### src/rtl/mem_port_arbiter.sv
// Arbitrates one single-port memory between instruction fetch and load/store,
// keeping one access in flight and steering the fixed-latency response to its owner.
module mem_port_arbiter #(
  parameter int ADDR_W       = 32,
  parameter int DATA_W       = 32,
  parameter int MEM_LAT      = 2,
  parameter int MAX_D_STREAK = 4
) (
  input  logic                  clk,
  input  logic                  rst,
  input  logic                  if_req,
  input  logic [ADDR_W-1:0]     if_addr,
  output logic                  if_gnt,
  output logic                  if_rvalid,
  output logic [DATA_W-1:0]     if_rdata,
  input  logic                  d_req,
  input  logic                  d_we,
  input  logic [ADDR_W-1:0]     d_addr,
  input  logic [DATA_W-1:0]     d_wdata,
  input  logic [DATA_W/8-1:0]   d_wstrb,
  output logic                  d_gnt,
  output logic                  d_rvalid,
  output logic [DATA_W-1:0]     d_rdata,
  output logic                  m_req,
  output logic                  m_we,
  output logic [ADDR_W-1:0]     m_addr,
  output logic [DATA_W-1:0]     m_wdata,
  output logic [DATA_W/8-1:0]   m_wstrb,
  input  logic [DATA_W-1:0]     m_rdata,
  output logic                  fsm_state
);

  localparam int LAT_W = (MEM_LAT > 1) ? $clog2(MEM_LAT) : 1;
  localparam int STK_W = $clog2(MAX_D_STREAK + 1);

  typedef enum logic {IDLE = 1'b0, BUSY = 1'b1} state_t;

  state_t             state_q;
  logic [LAT_W-1:0]   lat_cnt;
  logic               owner_d;
  logic [STK_W-1:0]   d_streak;

  logic grant_win;
  logic win_d;
  logic win_f;
  logic resp;

  // Handshake: a request is held until its gnt; gnt is the single-cycle accept,
  // and rvalid is a single-cycle pulse exactly MEM_LAT cycles after that accept.
  always_comb begin
    grant_win = !rst && (state_q == IDLE || lat_cnt == '0);
    win_d     = grant_win && d_req &&
                (!if_req || d_streak != STK_W'(MAX_D_STREAK));
    win_f     = grant_win && if_req && !win_d;
    resp      = !rst && state_q == BUSY && lat_cnt == '0;
  end

  assign if_gnt    = win_f;
  assign d_gnt     = win_d;
  assign if_rvalid = resp && !owner_d;
  assign d_rvalid  = resp && owner_d;
  assign if_rdata  = m_rdata;
  assign d_rdata   = m_rdata;
  assign fsm_state = state_q;

  always_comb begin
    m_req   = 1'b0;
    m_we    = 1'b0;
    m_addr  = '0;
    m_wdata = '0;
    m_wstrb = '0;
    if (win_d) begin
      m_req   = 1'b1;
      m_we    = d_we;
      m_addr  = d_addr;
      m_wdata = d_wdata;
      m_wstrb = d_wstrb;
    end else if (win_f) begin
      m_req   = 1'b1;
      m_addr  = if_addr;
    end
  end

  always_ff @(posedge clk) begin
    if (rst) begin
      state_q  <= IDLE;
      lat_cnt  <= '0;
      owner_d  <= 1'b0;
      d_streak <= '0;
    end else if (win_d || win_f) begin
      state_q <= BUSY;
      lat_cnt <= LAT_W'(MEM_LAT - 1);
      owner_d <= win_d;
      // The streak only grows while fetch is actually being held off.
      if (win_f || !if_req)
        d_streak <= '0;
      else if (d_streak != STK_W'(MAX_D_STREAK))
        d_streak <= d_streak + 1'b1;
    end else if (grant_win) begin
      state_q <= IDLE;
    end else begin
      lat_cnt <= lat_cnt - 1'b1;
    end
  end

endmodule
### config.mk
export PLATFORM = sky130hd
export DESIGN_NAME = mem_port_arbiter
export DESIGN_NICKNAME = d
export VERILOG_FILES = /design/src/rtl/mem_port_arbiter.sv
export SDC_FILE = /design/constraint.sdc
export NUM_CORES = 1
export LEC_CHECK = 0
export CELL_PAD_IN_SITES_DETAIL_PLACEMENT = 0
export CELL_PAD_IN_SITES_GLOBAL_PLACEMENT = 1
export CORE_UTILIZATION = 12
export CTS_BUF_LIST = sky130_fd_sc_hd__clkbuf_8
export DETAILED_ROUTE_END_ITERATION = 10
export GPL_TIMING_DRIVEN = 0
export PLACE_DENSITY = 0.83
export SYNTH_ARGS = -nofsm -noshare
export SYNTH_HDL_FRONTEND = slang
export SYNTH_SLANG_ARGS = --single-unit
### constraint.sdc
create_clock -name clk -period 1.58 [get_ports clk]
set_clock_uncertainty 0.05 [all_clocks]
set_input_delay 0.158 -clock clk [delete_from_list [all_inputs] [get_ports clk]]
set_output_delay 0.158 -clock clk [all_outputs]
set_load 0.005 [all_outputs]
=== Word-level counts from Yosys, hierarchy flattened ===
Cells that the tools add are included.

* Input port bits: 137
* Output and inout bits: 139
* Register bits: 6

* Bitwise gates (word level): 2
* Mux-type cells: 13
* Reductions and logical operators: 20
* Equal/unequal tests: 2
* Add/subtract/negate cells: 2

{| class="wikitable"
|+ Operator list
! operator !! number
|-
| $mux W32 || 3
|-
| $logic_and A1 B1 Y1 || 9
|-
| $mux W1 || 7
|-
| $mux W3 || 2
|-
| $logic_not A1 Y1 || 4
|-
| $logic_or A1 B1 Y1 || 4
|-
| $mux W4 || 1
|-
| $reduce_bool A2 Y1 || 2
|-
| $add A3 B1 Y3 const B || 1
|-
| $ne A3 B3 Y1 const B || 1
|-
| $ne A2 B1 Y1 const B || 1
|-
| $not A1 Y1 || 2
|-
| $reduce_and A2 Y1 || 1
|-
| $sub A1 B1 Y1 const B || 1
|}

=== Logic depth before layout (Yosys ltp) ===
Gate-level depths: netlist of the first run.

* Depth after elaboration: 10
* Depth in mapped cells: 8
* Gate-level depth less buffers: 6

=== Worst setup path before layout of the first run ===
OpenSTA, ideal clock, no wires.

* Kind: register to output
* Start point: register d_streak[0]
* End point: output m_wdata[0]
* Slack: 0.020 ns
* Path buffers: 2
* Cell stages (with the launch flop): 9
* Data arrival time: 1.352 ns
* Path through: dfxtp_1 -> inv_1 -> ha_1 -> nand3_1 -> nand3_1 -> inv_2 -> buf_2 -> clkbuf_2 -> and2_1

* Word-level cells in the longest chain between the ends: 4

{| class="wikitable"
|+ Ends and longest elaborated chain
! item !! line !! text
|-
| start, declared || 41 || <nowiki>logic [STK_W-1:0] d_streak;</nowiki>
|-
| start signal, assigned || 98 || <nowiki>d_streak <= d_streak + 1'b1;</nowiki>
|-
| $ne A3 B3 Y1 || 53 || <nowiki>(!if_req || d_streak != STK_W'(MAX_D_STREAK));</nowiki>
|-
| $logic_or A1 B1 Y1 || 53 ||
|-
| $logic_and A1 B1 Y1 || 52 || <nowiki>win_d = grant_win && d_req &&</nowiki>
|-
| $mux W32 || 72 || <nowiki>if (win_d) begin</nowiki>
|-
| end, declared || 27 || <nowiki>output logic [DATA_W-1:0] m_wdata,</nowiki>
|}

Every way passes these cells.

=== Final worst setup path of the first run ===
* Start point: register d_streak[0]
* End point: output m_addr[27]

* Word-level cells in the longest chain between the ends: 7

{| class="wikitable"
|+ Ends and longest elaborated chain
! item !! line !! text
|-
| $ne A3 B3 Y1 * || 53 ||
|-
| $logic_or A1 B1 Y1 * || 53 ||
|-
| $logic_and A1 B1 Y1 * || 52 ||
|-
| $logic_not A1 Y1 || 54 || <nowiki>win_f = grant_win && if_req && !win_d;</nowiki>
|-
| $logic_and A1 B1 Y1 || 54 ||
|-
| $mux W32 || 78 || <nowiki>end else if (win_f) begin</nowiki>
|-
| $mux W32 * || 72 ||
|-
| end, declared || 26 || <nowiki>output logic [ADDR_W-1:0] m_addr,</nowiki>
|}

Mark *: on every way between the ends. The rest lies on a longest branch, timed or not.

==> results.cfg, run 1 <==
[status]
status = finished, violations left
failed_checks = setup timing

[global_route]
grtUsageMet3_pct = 1.580
met1_usage_pct = 14.30
gr-total-overflow = 0
grt_usage_pct = 12.64
gr-max-usage-layer = met2
met2_usage_pct = 24.23
antenna_found_initial = 0
grt_max_degree = 11
grt_pass1_wl_mm = 15.04
grt_pass1_vias = 3006

[die]
die_area_um2 = 15010
ioPinCount = 276
rows = 43
initial_core_util_pct = 12.41
die_w_um = 122.5
die_h_um = 122.5
coreArea_um2 = 14040

[power]
p_comb_share_pct = 73.8
leakage_uw = 0.002281
seqPwrFrac_pct = 11.1
pwr_density_cell_nw_per_um2 = 297.9
pwr-share-clk_pct = 15.1
power_switching_uw = 440.4
p_int_uw = 1097
vdd_drop_max_mv = 0.1848
swShare_pct = 28.65

[critical_path]
startpoint_type = register
end_kind = primary output
critPathMaxFanout = 7
arrival_ps = 1710
cp.required_ps = 1370
path_class = reg -> out

[cells_and_area]
final_layout_size_suffix_gt1_share_pct = 49.46
instances_no_fill = 736
fin_nets = 697
syn_to_final_growth_pct = 196.1
fin_area_um2 = 5161
diodes = 0

[yosys]
ys_warn_count = 0
synth_seq_cells = 6
synth.avg_cell_area_um2 = 6.503
synth_cell_types = 30
yosysSeqAreaShare_pct = 6.892
synth.cell_area_um2 = 1743
postSynthCellCount = 268
syn_nets = 407

[cts]
clkTransAtPathRegs_ps = 40
cts_sinks = 6
hold_buffers = 0
clock_latency_ps = 220
root_buffer = clkbuf_8
cts_htree_levels = 1
clock_path_buffers = 2
cts_tree = yes
numCtsBuffers = 3

[hold_path]
min_path_type = in -> reg

[timing]
tns_ps = -14390
period_share_pct = 121.5
fin_ws_ps = -340.2
maxSlewViolCount = 0
fmax_mhz = 520.8
min_period_ps = 1920
fin_hold_ws_ps = 109.6
hold_violations = 0
tightestPinTransition_ps = 484.5
rsz0062_at_grt = yes
finalSetupViolCount = 70
maxSlewHeadroom_pct = 67.58

[drt]
drt_pass1_iterations = 4
routed_wl_mm = 10.69
drc_errors = 0
ant_nets = 0
vias_per_cell = 4.121
wire_per_inst_um = 14.53
num_vias = 3033
drtIter0Drc = 120

[placement]
port-buffer-count = 242
routabilityCongestion = 0.6939
placed_cell_area_um2 = 4390
place_ws_ps = -985.8
dpl.hpwl_mm = 7.940
placed_cells = 690

[flow_run]
max-cap-violations = 0
[timing repair]
action | CTS | global route
endpoints found under the setup margin | 75 | 71
gates resized for setup | 446 | 53
pin swaps | 73 | 22
buffers inserted | 31 | 13
gates cloned | 6 | 1
[worst max-delay path: stages (launching register included)]
cell and delay, ps:
dfxtp_2 320, inv_2 50, ha_4 160, and3_4 210, buf_4 140, buf_6 120
buf_6 100, o211ai_1 140, a21oi_1 90, buf_2 130
[layout make-up]
class                      count  area (um^2)
tap                          180        225.2
timing repair buffer         288         2765
clock buffer                   3        41.29
buffer                        88        757.0
sequential                     6        130.1
inverter                       6        25.02
multi-input combinational    165         1217
fill                        1437         8881
[layout by cell type, fill, tap and decap left out, drive strengths merged]
cell type      Yosys  layout
dlygate4sd2        0       4
nor4b              1       1
o21ai              3       3
or4                1       1
nand3             36      36
o31ai              1       1
nor2b              1       1
and3               1       1
and2              37      37
a21o               1       1
a211oi             4       4
clkbuf            14      13
or2                1       1
nor2               3       3
dfxtp              6       6
nand2              2       2
a31oi              1       1
nor4bb             1       1
o2bb2ai            1       1
clkdlybuf4s50      0     166
a21oi             36      36
o211ai            32      32
buf               77     196
ha                 2       2
inv                6       6
[final timing paths]
| check | start | end | slack [ps] | cells past startpoint |
|---|---|---|---|---|
| max | d_streak[0] | m_addr[27] | -340 | 9 |
| min | rst | lat_cnt | 110 | 2 |
| max reg2reg | lat_cnt | d_streak[2] | 30 | 4 |
| min reg2reg | owner_d | owner_d | 470 | 2 |
[power groups by stage]
stage                     logic [uW]  registers [uW]  clock network [uW]
final                           1130             171                 232
after global routing            1210             172                 244
after CTS                       1070             170                 235
after detailed placement        1000             171                   0
after global placement           989             171                   0
after floorplan                  336             169                   0
[flip-flops by register name, summed over array words and instances (netlist names)]
register and flops:
d_streak 3, lat_cnt 1, owner_d 1, fsm_state 1
[metal layers]
| layer | wire length, um | up-vias |
|---|---|---|
| met3 | 505 | 14 |
| met2 | 6018 | 117 |
| li1 | - | 1452 |
| met1 | 4026 | 1450 |
| met4 | 142 | 0 |
| met5 | 0 | - |
[logic make-up (layout without fill, tap and decap cells)]
kind of cell	Yosys count	count (layout)	synth area share (%)
buffers and inverters	97	385	35.75
and+or+nand+nor	84	84	27.28
AOI/OAI and AO/OA	79	79	28.64
DFF	6	6	6.892
adders and majority gates	2	2	1.436
[synth_stat cells, drive strengths merged]
cell type | instances | area share [%]
inv | 6 | 1.3
a21o | 1 | 0.43
o21ai | 3 | 0.86
nand2 | 2 | 0.43
and3 | 1 | 0.36
nor2 | 3 | 0.65
o211ai | 32 | 14
nand3 | 36 | 10
a211oi | 4 | 1.7
and2 | 37 | 13
a31oi | 1 | 0.36
or4 | 1 | 0.43
o31ai | 1 | 0.43
clkbuf | 14 | 3.2
dfxtp | 6 | 6.9
ha | 2 | 1.4
nor2b | 1 | 0.36
a21oi | 36 | 11
nor4b | 1 | 0.50
or2 | 1 | 0.36
nor4bb | 1 | 0.57
buf | 77 | 31
o2bb2ai | 1 | 0.50
[through the flow]
step	util (%)	power, uW
after global placement	31.27	1160
after floorplan	-	505.4
final	36.75	1537
after CTS	34.97	1478
after global routing	36.75	1628
after detailed placement	31.27	1174
(Power assumes the default switching activity.)
==> inputs of run 2 (changes only) <==
Settings changed: CORE_MARGIN set to 10.
Clock period 1.58 ns to 1.65 ns, I/O delays scaled along.
==> run 2 against run 1 <==
- the flow still finishes with violations (setup timing)
- register-to-register slack gained 90 ps
- clock power is essentially flat
- combinational power shrank 5%
- sequential share of layout area is essentially flat
- sequential power shrank 4%
- design area shrank 4.8%
- first-iteration DRC count grew 21%
- global-route usage shrank 0.69 points
- clock-buffer cell count is the same
- critical path type unchanged
- critical endpoint is now m_addr[28]
==> results.cfg, run 2 (synthesis gave the netlist of run 1 again) <==
[drt]
drt_pass1_iterations = 4
routed_wl_mm = 13.13
drtIter0Drc = 145
ant_nets = 0
wire_per_inst_um = 18.39
vias_per_cell = 4.083
num_vias = 2915
drc_errors = 0

[global_route]
grt_pass1_wl_mm = 18.94
grt_usage_pct = 11.95
antenna_found_initial = 0
gr-max-usage-layer = met2
grt_pass1_vias = 3088
gr-total-overflow = 0
grtUsageMet3_pct = 3.786
grt_max_degree = 11
met2_usage_pct = 22.78
met1_usage_pct = 12.90

[cells_and_area]
layout_commonest_cell = clkdlybuf4s50_1
fin_nets = 675
largest_register = d_streak
final_cell_mix = clkdlybuf4s50_1, buf_4, buf_6
largest_reg_flops = 3
diodes = 0
final_util_pct = 35.00
final_layout_size_suffix_gt1_share_pct = 46.44
syn_to_final_growth_pct = 182.0

[critical_path]
end_kind = primary output
ff2ff_setup_slack_ps = 120
r2r_cells = 5
arrival_ps = 1700
cp.required_ps = 1430
path_class = reg -> out
critPathMaxFanout = 5
reg2reg_from = d_streak[0]
startpoint_type = register
rr_endpoint = d_streak[2]

[timing]
tightestPinTransition_ps = 300.1
hold_violations = 0
fin_ws_ps = -269.0
maxSlewHeadroom_pct = 79.90
tns_ps = -11200
fmax_mhz = 521.1
maxSlewViolCount = 0
rsz0062_at_grt = yes
finalSetupViolCount = 69
min_period_ps = 1919
period_share_pct = 116.3

[status]
status = finished, violations left
failed_checks = setup timing

[flow_run]
max-cap-violations = 0

[die]
die_area_um2 = 19740
coreArea_um2 = 14040
die_h_um = 140.5
rows = 43
initial_core_util_pct = 12.41
die_w_um = 140.5
ioPinCount = 276

[placement]
port-buffer-count = 242
place_ws_ps = -925.3
routabilityCongestion = 0.8542
dpl.hpwl_mm = 10.82

[hold_path]
worstHoldStart = rst
whs_endpoint = fsm_state
min_path_cells = 2
min_path_type = in -> reg

[cts]
numCtsBuffers = 3
cts_sinks = 6
cts_tree = yes
clkTransAtPathRegs_ps = 40
clock_latency_ps = 230
cts_htree_levels = 1
clock_path_buffers = 2
root_buffer = clkbuf_8

[power]
pwr_density_cell_nw_per_um2 = 297.4
vdd_drop_max_mv = 0.1483
leakage_uw = 0.002151
run 2: final cells by class:
| cell class | count | area [um^2] |
|---|---|---|
| Timing Repair Buffer | 264 | 2557 |
| Multi-Input combinational cell | 165 | 1179 |
| Tap cell | 180 | 225.2 |
| Clock buffer | 3 | 41.29 |
| Sequential cell | 6 | 125.1 |
| Inverter | 6 | 25.02 |
| Buffer | 90 | 762.0 |
| Fill cell | 1468 | 9128 |
run 2: report_power, final:
group          total (uW)  switching, uW  internal [uW]  leakage [uW]
registers             164           9.87            154     0.0000506
logic                1070            350            717       0.00208
clock network         231           73.5            158     0.0000216
run 2: stage by stage:
step | hold WS, ps | area, um^2 | std cells | total power [uW]
floorplan | 304.3 | 1743 | 268 | 483.9
global placement | 328.9 | 4390 | 690 | 1138
detailed placement | 341.1 | 4390 | 690 | 1149
CTS | 98.27 | 4657 | 712 | 1406
global route | 114.8 | 4915 | 714 | 1550
finish | 99.40 | 4915 | 714 | 1461
run 2: worst max-delay path: stages (launching register included):
cell and delay [ps]:
dfxtp_2 330, inv_2 50, ha_4 170, and3_4 200
buf_6 140, buf_6 120, o211ai_1 230, a21oi_2 90
buf_2 140
run 2: timing repair:
| action | 4_1_cts | 5_1_grt |
|---|---|---|
| cloned | 6 | 0 |
| pin swaps | 53 | 43 |
| buffers inserted | 14 | 4 |
| setup endpoints to repair | 75 | 71 |
| hold buffers | 0 | 0 |
| hold endpoints to repair | 0 | 0 |
| gates resized for setup | 411 | 60 |
run 2: how the worst max path moves through the flow:
stage	start	end	slack (ps)	cells after the start
floorplan	d_streak[0]	m_wdata[0]	80	8
global placement	if_req	m_wstrb[2]	-930	8
detailed placement	if_req	m_wstrb[2]	-930	8
CTS	d_streak[0]	m_addr[28]	-270	8
global route	d_streak[0]	m_addr[25]	-320	8
finish	d_streak[0]	m_addr[28]	-270	8
run 2: routing by layer:
metal | wire (um) | part of all wire (%) | up-vias
met2 | 7320 | 56 | 127
met1 | 4776 | 36 | 1374
met4 | 44 | 0.34 | 0
met5 | 0 | 0 | -
met3 | 989 | 7.5 | 6
li1 | - | - | 1408
==> inputs of run 3 (changes only) <==
Settings changed: CTS_CLUSTER_DIAMETER set to 60.
==> results of run 3 <==
Same layout as run 2: the final DEF is identical, and so are final timing and power.
